`src/rtl/instr_fetch_unit.sv`:
```
`default_nettype none
// ============================================================================
//  Module      : instr_fetch_unit
//  Description : Instruction fetch front end. Owns the fetch PC, issues
//                single-word reads to a synchronous instruction memory,
//                latches the returned word into allBits and offers it to the
//                controller over a valid/ready handshake. Handles jump/branch
//                redirects and a halt request.
//  Revision    : 1.0 - initial release
// ============================================================================
module instr_fetch_unit #(
    parameter int ADDR_W   = 12,
    parameter int INSTR_W  = 19,
    parameter int RESET_PC = 0
) (
    input  logic               clk,
    input  logic               rst,
    // Instruction memory read port
    output logic               imem_req,
    output logic [ADDR_W-1:0]  imem_addr,
    input  logic [INSTR_W-1:0] imem_data,
    // Controller interface
    output logic [INSTR_W-1:0] allBits,
    output logic               instr_valid,
    input  logic               instr_ready,
    output logic [ADDR_W-1:0]  pc_out,
    output logic [ADDR_W-1:0]  pc_next,
    // Control flow
    input  logic               redirect,
    input  logic [ADDR_W-1:0]  redirect_target,
    input  logic               halt,
    output logic               halted
);

    localparam logic [ADDR_W-1:0] c_reset_pc = RESET_PC[ADDR_W-1:0];
    localparam logic [ADDR_W-1:0] c_pc_one   = {{(ADDR_W-1){1'b0}}, 1'b1};

    // REQ   : address on the bus, request asserted (unless halting)
    // WAIT  : memory returns the word at the next edge
    // HOLD  : word presented to the controller until accepted
    // HALTED: idle until a redirect restarts fetching
    typedef enum logic [1:0] {
        ST_REQ    = 2'd0,
        ST_WAIT   = 2'd1,
        ST_HOLD   = 2'd2,
        ST_HALTED = 2'd3
    } state_t;

    state_t               state_q,    state_d;
    logic [ADDR_W-1:0]    fetch_pc_q, fetch_pc_d;
    logic [INSTR_W-1:0]   bits_q,     bits_d;
    logic [ADDR_W-1:0]    pc_out_q,   pc_out_d;

    // Next-state and request logic; redirect takes priority over everything
    // except reset, including halt and a completing handshake.
    always_comb begin
        state_d    = state_q;
        fetch_pc_d = fetch_pc_q;
        bits_d     = bits_q;
        pc_out_d   = pc_out_q;
        imem_req   = 1'b0;

        case (state_q)
            ST_REQ: begin
                // A pending halt suppresses the read so memory sees no access.
                imem_req = ~halt;
                if (redirect) begin
                    fetch_pc_d = redirect_target;
                    state_d    = ST_REQ;
                end else if (halt) begin
                    state_d = ST_HALTED;
                end else begin
                    state_d = ST_WAIT;
                end
            end

            ST_WAIT: begin
                if (redirect) begin
                    // Returning word belongs to the old path: drop it.
                    fetch_pc_d = redirect_target;
                    state_d    = ST_REQ;
                end else begin
                    bits_d     = imem_data;
                    pc_out_d   = fetch_pc_q;
                    fetch_pc_d = fetch_pc_q + c_pc_one;
                    state_d    = ST_HOLD;
                end
            end

            ST_HOLD: begin
                if (redirect) begin
                    // Accepted or squashed, the held word is retired either way.
                    fetch_pc_d = redirect_target;
                    state_d    = ST_REQ;
                end else if (instr_ready) begin
                    state_d = halt ? ST_HALTED : ST_REQ;
                end
            end

            ST_HALTED: begin
                if (redirect) begin
                    fetch_pc_d = redirect_target;
                    state_d    = ST_REQ;
                end
            end

            default: begin
                state_d = ST_REQ;
            end
        endcase
    end

    // State and datapath registers with synchronous reset.
    always_ff @(posedge clk) begin
        if (rst) begin
            state_q    <= ST_REQ;
            fetch_pc_q <= c_reset_pc;
            bits_q     <= '0;
            pc_out_q   <= '0;
        end else begin
            state_q    <= state_d;
            fetch_pc_q <= fetch_pc_d;
            bits_q     <= bits_d;
            pc_out_q   <= pc_out_d;
        end
    end

    // Status and datapath outputs are decoded straight from registered state.
    assign instr_valid = (state_q == ST_HOLD);
    assign halted      = (state_q == ST_HALTED);
    assign imem_addr   = fetch_pc_q;
    assign allBits     = bits_q;
    assign pc_out      = pc_out_q;
    assign pc_next     = pc_out_q + c_pc_one;

endmodule
`default_nettype wire

```
`config.mk`:
```
export PLATFORM = sky130hd
export DESIGN_NAME = instr_fetch_unit
export DESIGN_NICKNAME = d
export VERILOG_FILES = /design/src/rtl/instr_fetch_unit.sv
export SDC_FILE = /design/constraint.sdc
export NUM_CORES = 1
export LEC_CHECK = 0
export BUFFER_PORTS_ARGS = -buffer_cell sky130_fd_sc_hd__buf_2
export CAP_MARGIN = 20
export CORE_MARGIN = 3
export CORE_UTILIZATION = 42
export DETAILED_ROUTE_END_ITERATION = 12
export GPL_TIMING_DRIVEN = 0
export PLACE_DENSITY_LB_ADDON = 0.3
export SLEW_MARGIN = 20
export SYNTH_ARGS = -nofsm -noshare
export SYNTH_HDL_FRONTEND = slang
export SYNTH_SLANG_ARGS = --single-unit
```
`constraint.sdc`:
```
create_clock -name clk -period 1.7 [get_ports clk]
set_clock_uncertainty 0.2 [all_clocks]
set_input_delay 0.17 -clock clk [delete_from_list [all_inputs] [get_ports clk]]
set_output_delay 0.17 -clock clk [all_outputs]
set_load 0.05 [all_outputs]
```
## After elaboration in Yosys (flattened, before gate mapping)

Index checks and enable logic that the tools add are counted.

- Add/sub/neg operators: 2
- Eq/ne operators: 6
- Muxes and demuxes: 12
- Bitwise operators: 2
- Reduce and logical (&&, ||, !) cells: 4

Operators by type and width:

| operator | count |
|---|---|
| $add A12 B1 Y12 const B | 2 |
| $mux W12 | 2 |
| $pmux W12 S2 | 1 |
| $mux W2 | 7 |
| $pmux W2 S4 | 1 |
| $eq A2 B2 Y1 const B | 2 |
| $reduce_and A2 Y1 | 2 |
| $ne A3 B1 Y1 const B | 1 |
| $reduce_or A3 Y1 | 1 |
| $eq A2 B1 Y1 const B | 1 |
| $logic_not A2 Y1 | 1 |
| $ne A2 B1 Y1 const B | 1 |
| $ne A2 B2 Y1 const B | 1 |
| $not A1 Y1 | 2 |
| $mux W1 | 1 |

- Bits in registers: 45
- Input bits: 36
- Output and inout port bits: 58
- Logic and storage cells: 30

## Depth between registers and ports, before layout

Gate-level depths: netlist of the first run.

- Word-level depth: 4
- Depth in mapped cells: 6

## Worst setup path after synthesis of the first run

OpenSTA, ideal clock, no wires.

- Path kind: register to output
- Start point: register pc_out_q[0], in the netlist pc_out[0]
- End point: output pc_next[8]
- Arrival: 2101 ps
- Required time: 1330 ps
- Path slack: -771 ps
- Cell stages (with the launch flop): 5
- Cells stage by stage: dfxtp_1 > ha_1 > nand3_1 > nor3_1 > xor2_1

- Longest elaborated chain between the ends: 1

Ends and longest elaborated chain:

| item | line | text |
|---|---|---|
| from (decl) | 52 | `logic [ADDR_W-1:0] pc_out_q, pc_out_d;` |
| from (signal assigned) | 124 | `pc_out_q <= pc_out_d;` |
| $add A12 B1 Y12 | 134 | `assign pc_next = pc_out_q + c_pc_one;` |
| to (decl) | 27 | `output logic [ADDR_W-1:0] pc_next,` |

Every way passes these cells.

## Worst setup path after layout of the first run

- Start point: register pc_out_q[2], in the netlist pc_out[2]
- End point: output pc_next[11]

The elaborated chain is that of the path after synthesis.

==> run metrics, run 1 <==
status finished with violations; failing checks negative setup slack; total power around 2.5 mW; mux share of post-synthesis cell area less than 1%; Ys Warns 0; Synth top area share 44.20%; clock buffer depth 2; Hold Fails Final Rpt 0; FF/Latch Area 975.9 µm²; sequential area share after synthesis about 44%; WL/cell ~15 µm; fill count 279; worst-path fanout max 4; synthesized area per cell 7.900 µm²; final setup vio count 11; Die Y 75.66 µm; final hold slack roughly 26 ps; required time of the critical path about 1300 ps; total CTS buffers 5; crit path time final 1875 ps; Net Count, Synth 296; largest family of logic cells by synthesized area simple AND/OR/NAND/NOR gates; Critical Path Source Type flop; worst-skew pair later-pin latency 290 ps; critical path arrival 1500 ps; I/O Pins between 90 and 100; die width 75.66 µm; Synth area leader dfxtp_1; most common cell in the netlist nand2_1; Post-DP Area 2851 µm²; initial antenna violation count 0; Final GP Congestion ~0.78; Synth Area in Simple Gates roughly a quarter; Final Cell Area 3719 µm²; dpl cells 402; Post-synth top flop dfxtp_1; layout cell share with drive strength beyond 1 47.37%; global route overflow 0; core footprint 4504 µm²; ANT cells 0; RSZ-0062 raised after global routing true; Initial Util 45.25%; synthesis-to-layout area growth 82.44%; CTS H-tree lvls 2; Port Buf Inserts 92; Post-synth ARST share 0%; synth top area cells dfxtp_1, nand2_1, a21oi_1; post-route ant nets 0; Max-slew headroom between 60% and 70%; Max Cap Violations 0; synthesized area 2038 µm²; Leak between 1.5 and 2 nW; Slew Limit Fails 0; Peak supply drop 615.5 µV; vias per cell 5.287; Post-synth EDFFs 0; Layout Nets ~460; footprint of the multi-input gates 1331 µm²; die area 5724 µm²; Non-Filler Instances 470; Post-synth top cells nand2_1, dfxtp_1, a21oi_1; Synth Area in Compound Gates 17.56%; DR iter-0 viols 157; Synth Area in XOR/XNOR 4.727%; clock-pin slew on the worst setup and hold paths 80 ps; Slew @ Worst Pin around 550 ps; root buffer cell clkbuf_8; CTS sink cnt 45; maximum clock rate 533.4 MHz; TritonCTS clock tree yes; drt pass-1 iters 4; Hold Path Class in -> reg; fin crit share 110.3%; half-perimeter wire length after placement between 4000 and 5000 µm; Cell variety after synth 39; GRT Total Usage 22.58%; vias in the first global route 2,131; Rows 24; WS Path Type reg -> out; Final WS setup -174.7 ps; Worst Setup End Kind output pin; first-pass GRT wire length 9922 µm; vias 2,485; PwrDens 659.8 nW/µm²; largest net degree at the start of global routing 14; Post-Synthesis Cells about 260; final core occ 82.56%; # DRC 0; #FFs+latches synth 45; adder-cell area share of the yosys netlist 1.228%; final WL a little over 7000 µm
==> layout by cell type, fill, tap and decap left out, drive strengths merged <==
| master | synthesis | routed |
|---|---|---|
| ha | 2 | 2 |
| or3b | 1 | 1 |
| a2111oi | 1 | 1 |
| buf | 3 | 126 |
| or4 | 3 | 3 |
| nor3 | 6 | 6 |
| a311oi | 6 | 6 |
| o21bai | 1 | 1 |
| nand4b | 3 | 3 |
| or3 | 3 | 3 |
| nand3b | 1 | 1 |
| inv | 10 | 10 |
| clkinv | 1 | 1 |
| xnor2 | 5 | 5 |
| a21oi | 32 | 32 |
| a221oi | 1 | 1 |
| nor2 | 12 | 12 |
| clkbuf | 14 | 20 |
| dfxtp | 45 | 45 |
| a221o | 1 | 1 |
| nand3 | 7 | 7 |
| o31a | 4 | 4 |
| nand2 | 69 | 69 |
| mux2i | 1 | 1 |
| xor2 | 6 | 6 |
| nand4 | 2 | 2 |
| nor4 | 3 | 3 |
| nor2b | 2 | 2 |
| a211oi | 3 | 3 |
| o31ai | 3 | 3 |
| dlygate4sd3 | 0 | 31 |
| a31oi | 1 | 1 |
| o21ai | 4 | 4 |
| nor3b | 1 | 1 |
| and2 | 1 | 1 |
==> power by group <==
| group | total, mW | internal, mW | leakage [nW] | switching [mW] |
|---|---|---|---|---|
| registers | 1.14 | 1.08 | 0.382 | 0.0553 |
| logic | 0.545 | 0.217 | 1.22 | 0.328 |
| clock network | 0.773 | 0.420 | 0.0566 | 0.352 |
==> flip-flops by register name, indices dropped and copies added, names as in the netlist <==
name and cells:
pc_out 12, state_q 2, imem_addr 12, allBits 19
==> worst max-delay path, stage by stage (launching register included) <==
cell     delay [ps]
dfxtp_4         370
nand4_1         130
buf_6           170
nor4_4          180
xor2_2          180
buf_6           180
==> what timing repair did <==
item | CTS | global route
cloned | 0 | 0
pin swaps | 10 | 11
resized for setup | 39 | 11
endpoints found under the hold margin | 30 | 0
hold buffers | 31 | 0
buffers inserted | 17 | 14
setup endpoints to repair | 45 | 25
==> final cells by class <==
class | count | area share, %
Multi-Input combinational cell | 185 | 35.80
Inverter | 11 | 1.110
Tap cell | 52 | 1.750
Buffer | 15 | 2.221
Sequential cell | 45 | 26.24
Timing Repair Buffer | 154 | 29.88
Clock buffer | 8 | 2.995
==> kinds of logic (layout without fill, tap and decap cells) <==
logic type / count (synthesis) / in the layout
compound gates: 57 / 57
xor+xnor: 11 / 11
simple gates: 114 / 114
mux: 1 / 1
fa+ha+maj: 2 / 2
flops: 45 / 45
buf+inv: 28 / 188
==> per-stage QoR <==
step           setup TNS, ps  setup WS, ps
2_1_floorplan         -256.2        -193.8
3_3_place_gp           -7649        -265.5
3_5_place_dp           -8678        -306.6
4_1_cts               -852.4        -202.7
5_1_grt                -1803        -230.8
6_report               -1012        -174.7
==> per-layer routing <==
layer  vias to the layer above  wire [µm]  track usage, %
li1                       1208          -               -
met1                      1168       2714           27.18
met2                        97       3811           41.51
met3                        12        395           3.958
met4                         0        136           5.437
met5                         -          0               0
==> worst paths after layout <==
check | startpoint | end | slack, ps | cells past startpoint
setup / recovery | pc_out[2] | pc_next[11] | -170 | 5
hold / removal | redirect_target[10] | imem_addr[10] | 30 | 4
setup reg to reg | imem_addr[0] | imem_addr[4] | -40 | 5
hold reg to reg | allBits[15] | allBits[15] | 260 | 2
No activity file was read; power rests on OpenSTA's default activity.
==> inputs of run 2 (changes only) <==
- ABC_AREA: unset -> 1
- CORE_UTILIZATION: 42 -> 47
- clock period: 1.7 -> 1.8 ns (I/O delays scaled with it)
==> run 2 against run 1 <==
The flow still finishes with violations (negative setup slack); synthesized cell count is 24% higher; sequential power is 4% lower; flip-flop and latch count stayed put; worst hold slack worse by 20 ps; clock-buffer cell count is 1 lower; critical path depth is 3 higher; die area is 3.4% lower; setup slack better by 63 ps; via count is 2.6% higher; highest routed layer unchanged.
==> run metrics, run 2 <==
PwrDens 696.9 nW/µm² (was 659.8 nW/µm²); Cell variety after synth 27 (was 39); final WL 6729 µm (was 7058 µm); I/O Pins 94 (unchanged); clock-pin slew on the worst setup and hold paths 80 ps (about the same); Post-Synthesis Cells 321 (was 258); Initial Util 49.44% (was 45.25%); Worst Hold Path EP imem_addr[9] (was imem_addr[10]); Slew Limit Fails 0 (unchanged); global routing usage on met2 44.88% (was 41.51%); vias 2,550 (was 2,485); Synth top area share 41.00% (was 44.20%); setup TNS -462.0 ps (was -1012 ps); die width 74.37 µm (was 75.66 µm); most frequent cells in the layout nand2_1, buf_2, inv_1 (was buf_2, nand2_1, a21oi_1); #FFs+latches synth 45 (unchanged); synthesis-to-layout area growth 54.73% (was 82.44%); largest net degree at the start of global routing 15 (was 14); Final GP Congestion 0.8909 (was 0.7773); met3 usage 5.135% (was 3.958%); Max Cap Violations 0 (unchanged); min-delay src redirect_target[9] (was redirect_target[10]); clock buffer depth 2 (unchanged); GRT Total Usage 24.17% (was 22.58%); Die Y 74.37 µm (was 75.66 µm); dpl cells 464 (was 402); Synth area leader dfxtp_1 (unchanged); core footprint 4444 µm² (was 4504 µm²); half-perimeter wire length after placement 4367 µm (was 4196 µm); RSZ-0062 raised after global routing true (unchanged); R2R Path End state_q[1] (was imem_addr[4]); WL/cell 13.30 µm (was 15.02 µm); Post-synth EDFFs 0 (unchanged); final hold slack 6.259 ps (was 25.81 ps); vias per cell 5.040 (was 5.287); DR iter-0 viols 160 (was 157); status finished with violations (unchanged); Worst Setup End Kind output pin (unchanged); Peak supply drop 579.0 µV (was 615.5 µV); Post-synth top flop dfxtp_1 (unchanged); Rows 24 (unchanged); Net Sw Frac 33.02% (was 29.98%); Hold Fails Final Rpt 0 (unchanged); WHS Path Cells 5 (was 4); clock group share of total power 29.7% (was 31.5%); drt pass-1 iters 4 (unchanged); total CTS buffers 5 (unchanged); Ys Warns 0 (unchanged); initial antenna violation count 0 (unchanged); ANT cells 0 (unchanged); grt met1 use 28.07% (was 27.18%); Post-synth ARST share 0% (unchanged); DP Worst Slack -162.6 ps (was -306.6 ps); cell-internal power 1.587 mW (was 1.718 mW); worst-skew pair later-pin latency 300 ps (was 290 ps); synth top area cells dfxtp_1, nand2_1, inv_1 (was dfxtp_1, nand2_1, a21oi_1); crit path time final 1912 ps; TritonCTS clock tree yes (unchanged); fill count 330 (was 279); vias in the first global route 2,375 (was 2,131); final setup vio count 7 (was 11); layout cell share with drive strength beyond 1 35.68% (was 47.37%); CTS sink cnt 45 (unchanged); Final Cell Area 3400 µm² (was 3719 µm²); RR Startpoint state_q[0] (was imem_addr[0]); Slew @ Worst Pin 469.6 ps (was 552.2 ps); required time of the critical path 1420 ps (was 1330 ps); combinational power share 24.1% (was 22.2%); total power 2.369 mW (was 2.454 mW); root buffer cell clkbuf_8 (unchanged); Post-synth top cells nand2_1, dfxtp_1, inv_1 (was nand2_1, dfxtp_1, a21oi_1); Non-Filler Instances 506 (was 470); synthesized area 2197 µm² (was 2038 µm²); max FFs per register 19 (unchanged); first-pass GRT wire length 10,500 µm (was 9922 µm); worst-path fanout max 4 (unchanged); sequential area share after synthesis 41.00% (was 44.20%); critical path arrival 1530 ps (was 1500 ps); failing checks negative setup slack (unchanged); Layout Nets 491 (was 455); most common cell after layout, fill and taps aside nand2_1 (was buf_2); gr busiest metal met2 (unchanged); Hold Path Class in -> reg (unchanged); Critical Path Source Type flop (unchanged); maximum clock rate 523.1 MHz; # DRC 0 (unchanged); Reg2Reg Setup Slack 80 ps (was -40 ps); worst r2r path cells 5 (unchanged); most common cell in the netlist nand2_1 (unchanged); fin crit share 106.2%; WS Path Type reg -> out (unchanged); global route overflow 0 (unchanged); Net Count, Synth 359 (was 296); Sequential Power Share 46.2% (was 46.3%); final core occ 76.49% (was 82.56%); Post-DP Area 2841 µm² (was 2851 µm²); synthesized area per cell 6.845 µm² (was 7.900 µm²); Leak 1.650 nW (was 1.658 nW); post-route ant nets 0 (unchanged); Psw 782.3 µW (was 735.5 µW); die area 5531 µm² (was 5724 µm²); Final WS setup -111.7 ps (was -174.7 ps); CTS H-tree lvls 2 (unchanged); Max-slew headroom 68.69% (was 63.18%); Port Buf Inserts 91 (was 92)
## run 2: changes by cell type after synthesis, moves of 4 or more
cell / before / now
o21ai_0: 4 / 12
nand3_1: 7 / 21
a21oi_1: 32 / 27
inv_1: 10 / 40
nand2_1: 69 / 95
nor2_1: 12 / 25
nor3_1: 6 / 2
clkbuf_1: 14 / 4
a211oi_1: 3 / 9
a311oi_1: 6 / 0
nor2_2: 0 / 9
xnor2_1: 5 / 0
## run 2: cells by family (layout without fill, tap and decap cells)
kind of cell / count (synthesis) / after routing / share of synthesized area, %
buffers and inverters: 55 / 188 / 10.65
AOI/OAI and AO/OA: 52 / 52 / 13.33
DFF: 45 / 45 / 41.00
adders and majority gates: 2 / 2 / 1.139
and+or+nand+nor: 160 / 160 / 31.09
xor gates and xnor gates: 7 / 7 / 2.790
## run 2: layout make-up
type / count / area [µm²] / share of cell area [%]
plain buffers: 13 / 73.82 / 2.172
clock buffers: 7 / 97.59 / 2.871
clock inverters: 1 / 8.758 / 0.2576
inverters: 42 / 162.7 / 4.785
multi-input cells: 221 / 1229 / 36.14
flip-flops and latches: 45 / 928.4 / 27.31
well taps: 52 / 65.06 / 1.914
repair buffers: 125 / 834.6 / 24.55
## run 2: metal layers
| layer | share of wire, % | vias up |
|---|---|---|
| met4 | 1.2 | 0 |
| met3 | 6.4 | 8 |
| met2 | 52 | 96 |
| met5 | 0 | - |
| li1 | - | 1280 |
| met1 | 41 | 1166 |
## run 2: critical path, stage by stage, from the launching register on
cell	delay, ps
dfxtp_4	390
ha_4	150
nand2_4	60
inv_4	60
nand2_4	50
nor2_4	140
nand2_4	80
xor2_4	150
buf_6	150
## run 2: how the worst max path moves through the flow
| stage | startpoint | end | slack (ps) | cells past startpoint |
|---|---|---|---|---|
| detailed placement | pc_out[0] | pc_next[8] | -160 | 8 |
| finish | pc_out[0] | pc_next[8] | -110 | 8 |
| global route | pc_out[0] | pc_next[8] | -180 | 8 |
| CTS | pc_out[1] | pc_next[8] | -140 | 8 |
| floorplan | pc_out[0] | pc_next[6] | -110 | 6 |
| global placement | pc_out[0] | pc_next[8] | -120 | 8 |
## run 2: repair_timing
| item | 4_1_cts | 5_1_grt |
|---|---|---|
| hold endpoints to repair | 26 | 0 |
| cloned | 0 | 0 |
| endpoints found under the setup margin | 7 | 9 |
| pin swaps | 10 | 4 |
| buffers inserted | 4 | 3 |
| hold buffers | 27 | 0 |
| gates resized for setup | 29 | 10 |
## run 2: power groups by stage
stage | Sequential, mW | Clock (mW) | Combinational, mW
2_1_floorplan | 1.26 | 0 | 0.215
3_3_place_gp | 1.11 | 0 | 0.495
3_5_place_dp | 1.11 | 0 | 0.501
4_1_cts | 1.09 | 0.712 | 0.564
5_1_grt | 1.10 | 0.745 | 0.613
6_report | 1.09 | 0.703 | 0.571
==> inputs of run 3 (changes only) <==
- CORE_UTILIZATION: 47 -> 53
- CTS_BUF_LIST: unset -> sky130_fd_sc_hd__clkbuf_8
- clock period: 1.8 -> 2.4 ns (I/O delays scaled with it)
==> run 3 against run 2 <==
The flow finishes with violations (negative hold slack); core utilization up 3.0 points; cell count down 3.8%; sequential power down 25%; routed wire length down 8.5%; critical path depth unchanged; critical path type unchanged; largest power group unchanged.
==> run metrics, run 3 (synthesis gave the netlist of run 2 again) <==
Setup Buffers After CTS 0 (was 4); largest net degree at the start of global routing 15 (unchanged); dpl cells 460 (was 464); DP Worst Slack 384.9 ps (was -162.6 ps); vias per cell 5.107 (was 5.040); RSZ-0062 raised after global routing false (was true); core footprint 3826 µm² (was 4444 µm²); critical path arrival 1770 ps (was 1530 ps); max FFs per register 19 (unchanged); TritonCTS clock tree yes (unchanged); Slew @ Worst Pin 465.9 ps (was 469.6 ps); failing checks negative hold slack (was negative setup slack); total CTS buffers 5 (unchanged); post-route ant nets 0 (unchanged); worst-path fanout max 4 (unchanged); final WL 6158 µm (was 6729 µm); first-pass GRT wire length 10,100 µm (was 10,500 µm); Sequential Power Share 45.9% (was 46.2%); Reg2Reg Setup Slack 720 ps (was 80 ps); layout cell share with drive strength beyond 1 28.47% (was 35.68%); Worst Setup End Kind output pin (unchanged); Non-Filler Instances 487 (was 506); Max Cap Violations 0 (unchanged); crit path time final approximately 2200 ps; clock group share of total power 31.8% (was 29.7%); clock buffer depth 2 (unchanged); Final Cell Area 3043 µm² (was 3400 µm²); CTS H-tree lvls 2 (unchanged); fill count 295 (was 330); final core occ 79.53% (was 76.49%); vias 2,487 (was 2,550); combinational power share 22.4% (was 24.1%); Final WS setup 193.6 ps (was -111.7 ps); Hold Fails Final Rpt 1 (was 0); initial antenna violation count 0 (unchanged); most frequent cells in the layout nand2_1, buf_2, dfxtp_1 (was nand2_1, buf_2, inv_1); synthesis-to-layout area growth 38.50% (was 54.73%); Post-DP Area 2735 µm² (was 2841 µm²); die area 4954 µm² (was 5531 µm²); half-perimeter wire length after placement 4311 µm (was 4367 µm); Peak supply drop 505.6 µV (was 579.0 µV); cell-internal power 1.210 mW (was 1.587 mW); vias in the first global route 2,260 (was 2,375); WL/cell 12.64 µm (was 13.30 µm); GRT Total Usage 25.21% (was 24.17%); clock-pin slew on the worst setup and hold paths 80 ps (about the same); Port Buf Inserts 91 (unchanged); global route overflow 0 (unchanged); required time of the critical path 1960 ps (was 1420 ps); DR iter-0 viols 135 (was 160); Final GP Congestion 0.9024 (was 0.8909); PwrDens 587.5 nW/µm² (was 696.9 nW/µm²); ANT cells 0 (unchanged); Hold Path Class in -> reg (unchanged); Rows 22 (was 24); status finished with violations (unchanged); # DRC 0 (unchanged); setup TNS 0 ps (was -462.0 ps); Psw 577.8 µW (was 782.3 µW); root buffer cell clkbuf_8 (unchanged); Slew Limit Fails 0 (unchanged); Layout Nets 476 (was 491); drt pass-1 iters 4 (unchanged); total power 1.788 mW (was 2.369 mW); Net Sw Frac 32.32% (was 33.02%); Die Y 70.39 µm (was 74.37 µm); Initial Util 57.42% (was 49.44%); CTS sink cnt 45 (unchanged); worst-skew pair later-pin latency 300 ps (about the same); final hold slack -0.6216 ps (was 6.259 ps); Max-slew headroom 68.94% (was 68.69%); maximum clock rate 453.2 MHz; I/O Pins 94 (unchanged); final setup vio count 0 (was 7); WS Path Type reg -> out (unchanged); Leak 1.519 nW (was 1.650 nW); Critical Path Source Type flop (unchanged); fin crit share between 90% and 100%; die width 70.39 µm (was 74.37 µm)
==> run 3: changes by cell type in the layout (fill, tap and decap cells not counted), moves of 4 or more <==
cell	delta
nand2_1	+5
buf_2	+8
dfxtp_2	-6
dlygate4sd3_1	-8
dfxtp_1	+11
buf_4	-7
buf_6	-9
dfxtp_4	-5
nor2_1	+4
==> run 3: per-layer routing <==
metal  wire [µm]  GRT usage [%]
met5           0              0
met4         114          7.447
met3         453          6.475
met2        2932          41.79
met1        2657          32.06
==> run 3: what timing repair did <==
item	in CTS	in global routing
hold buffers	19	0
resized for setup	0	3
endpoints found under the setup margin	0	2
endpoints found under the hold margin	19	0
==> run 3: power by group through the flow <==
stage / combinational (mW) / sequential [mW] / clock, mW
after floorplan: 0.157 / 0.947 / 0
after global placement: 0.366 / 0.834 / 0
after detailed placement: 0.371 / 0.836 / 0
after CTS: 0.397 / 0.819 / 0.572
after global routing: 0.428 / 0.827 / 0.608
final: 0.400 / 0.820 / 0.568
==> run 3: layout make-up <==
type / count / area, µm² / share of cell area (%)
sequential: 45 / 902.1 / 29.65
tap: 48 / 60.06 / 1.974
clock inverter: 3 / 42.54 / 1.398
clock buffer: 5 / 68.82 / 2.262
buffer: 13 / 73.82 / 2.426
timing repair buffer: 110 / 648.1 / 21.30
inverter: 42 / 160.2 / 5.263
multi-input combinational: 221 / 1087 / 35.73
==> run 3: final timing paths <==
check | from | endpoint | depth (start not counted)
setup / recovery | pc_out[1] | pc_next[8] | 8
hold / removal | redirect_target[3] | imem_addr[3] | 3
setup reg to reg | imem_addr[1] | imem_addr[10] | 8
hold reg to reg | allBits[8] | allBits[8] | 2
==> run 3: critical path, cell delays in order, from the launching register on <==
cell and delay [ps]:
dfxtp_1 390, ha_1 180, nand2_1 70, inv_1 100, nand2_1 80, nor2_2 160
nand2_1 110, xor2_2 120, clkbuf_4 240
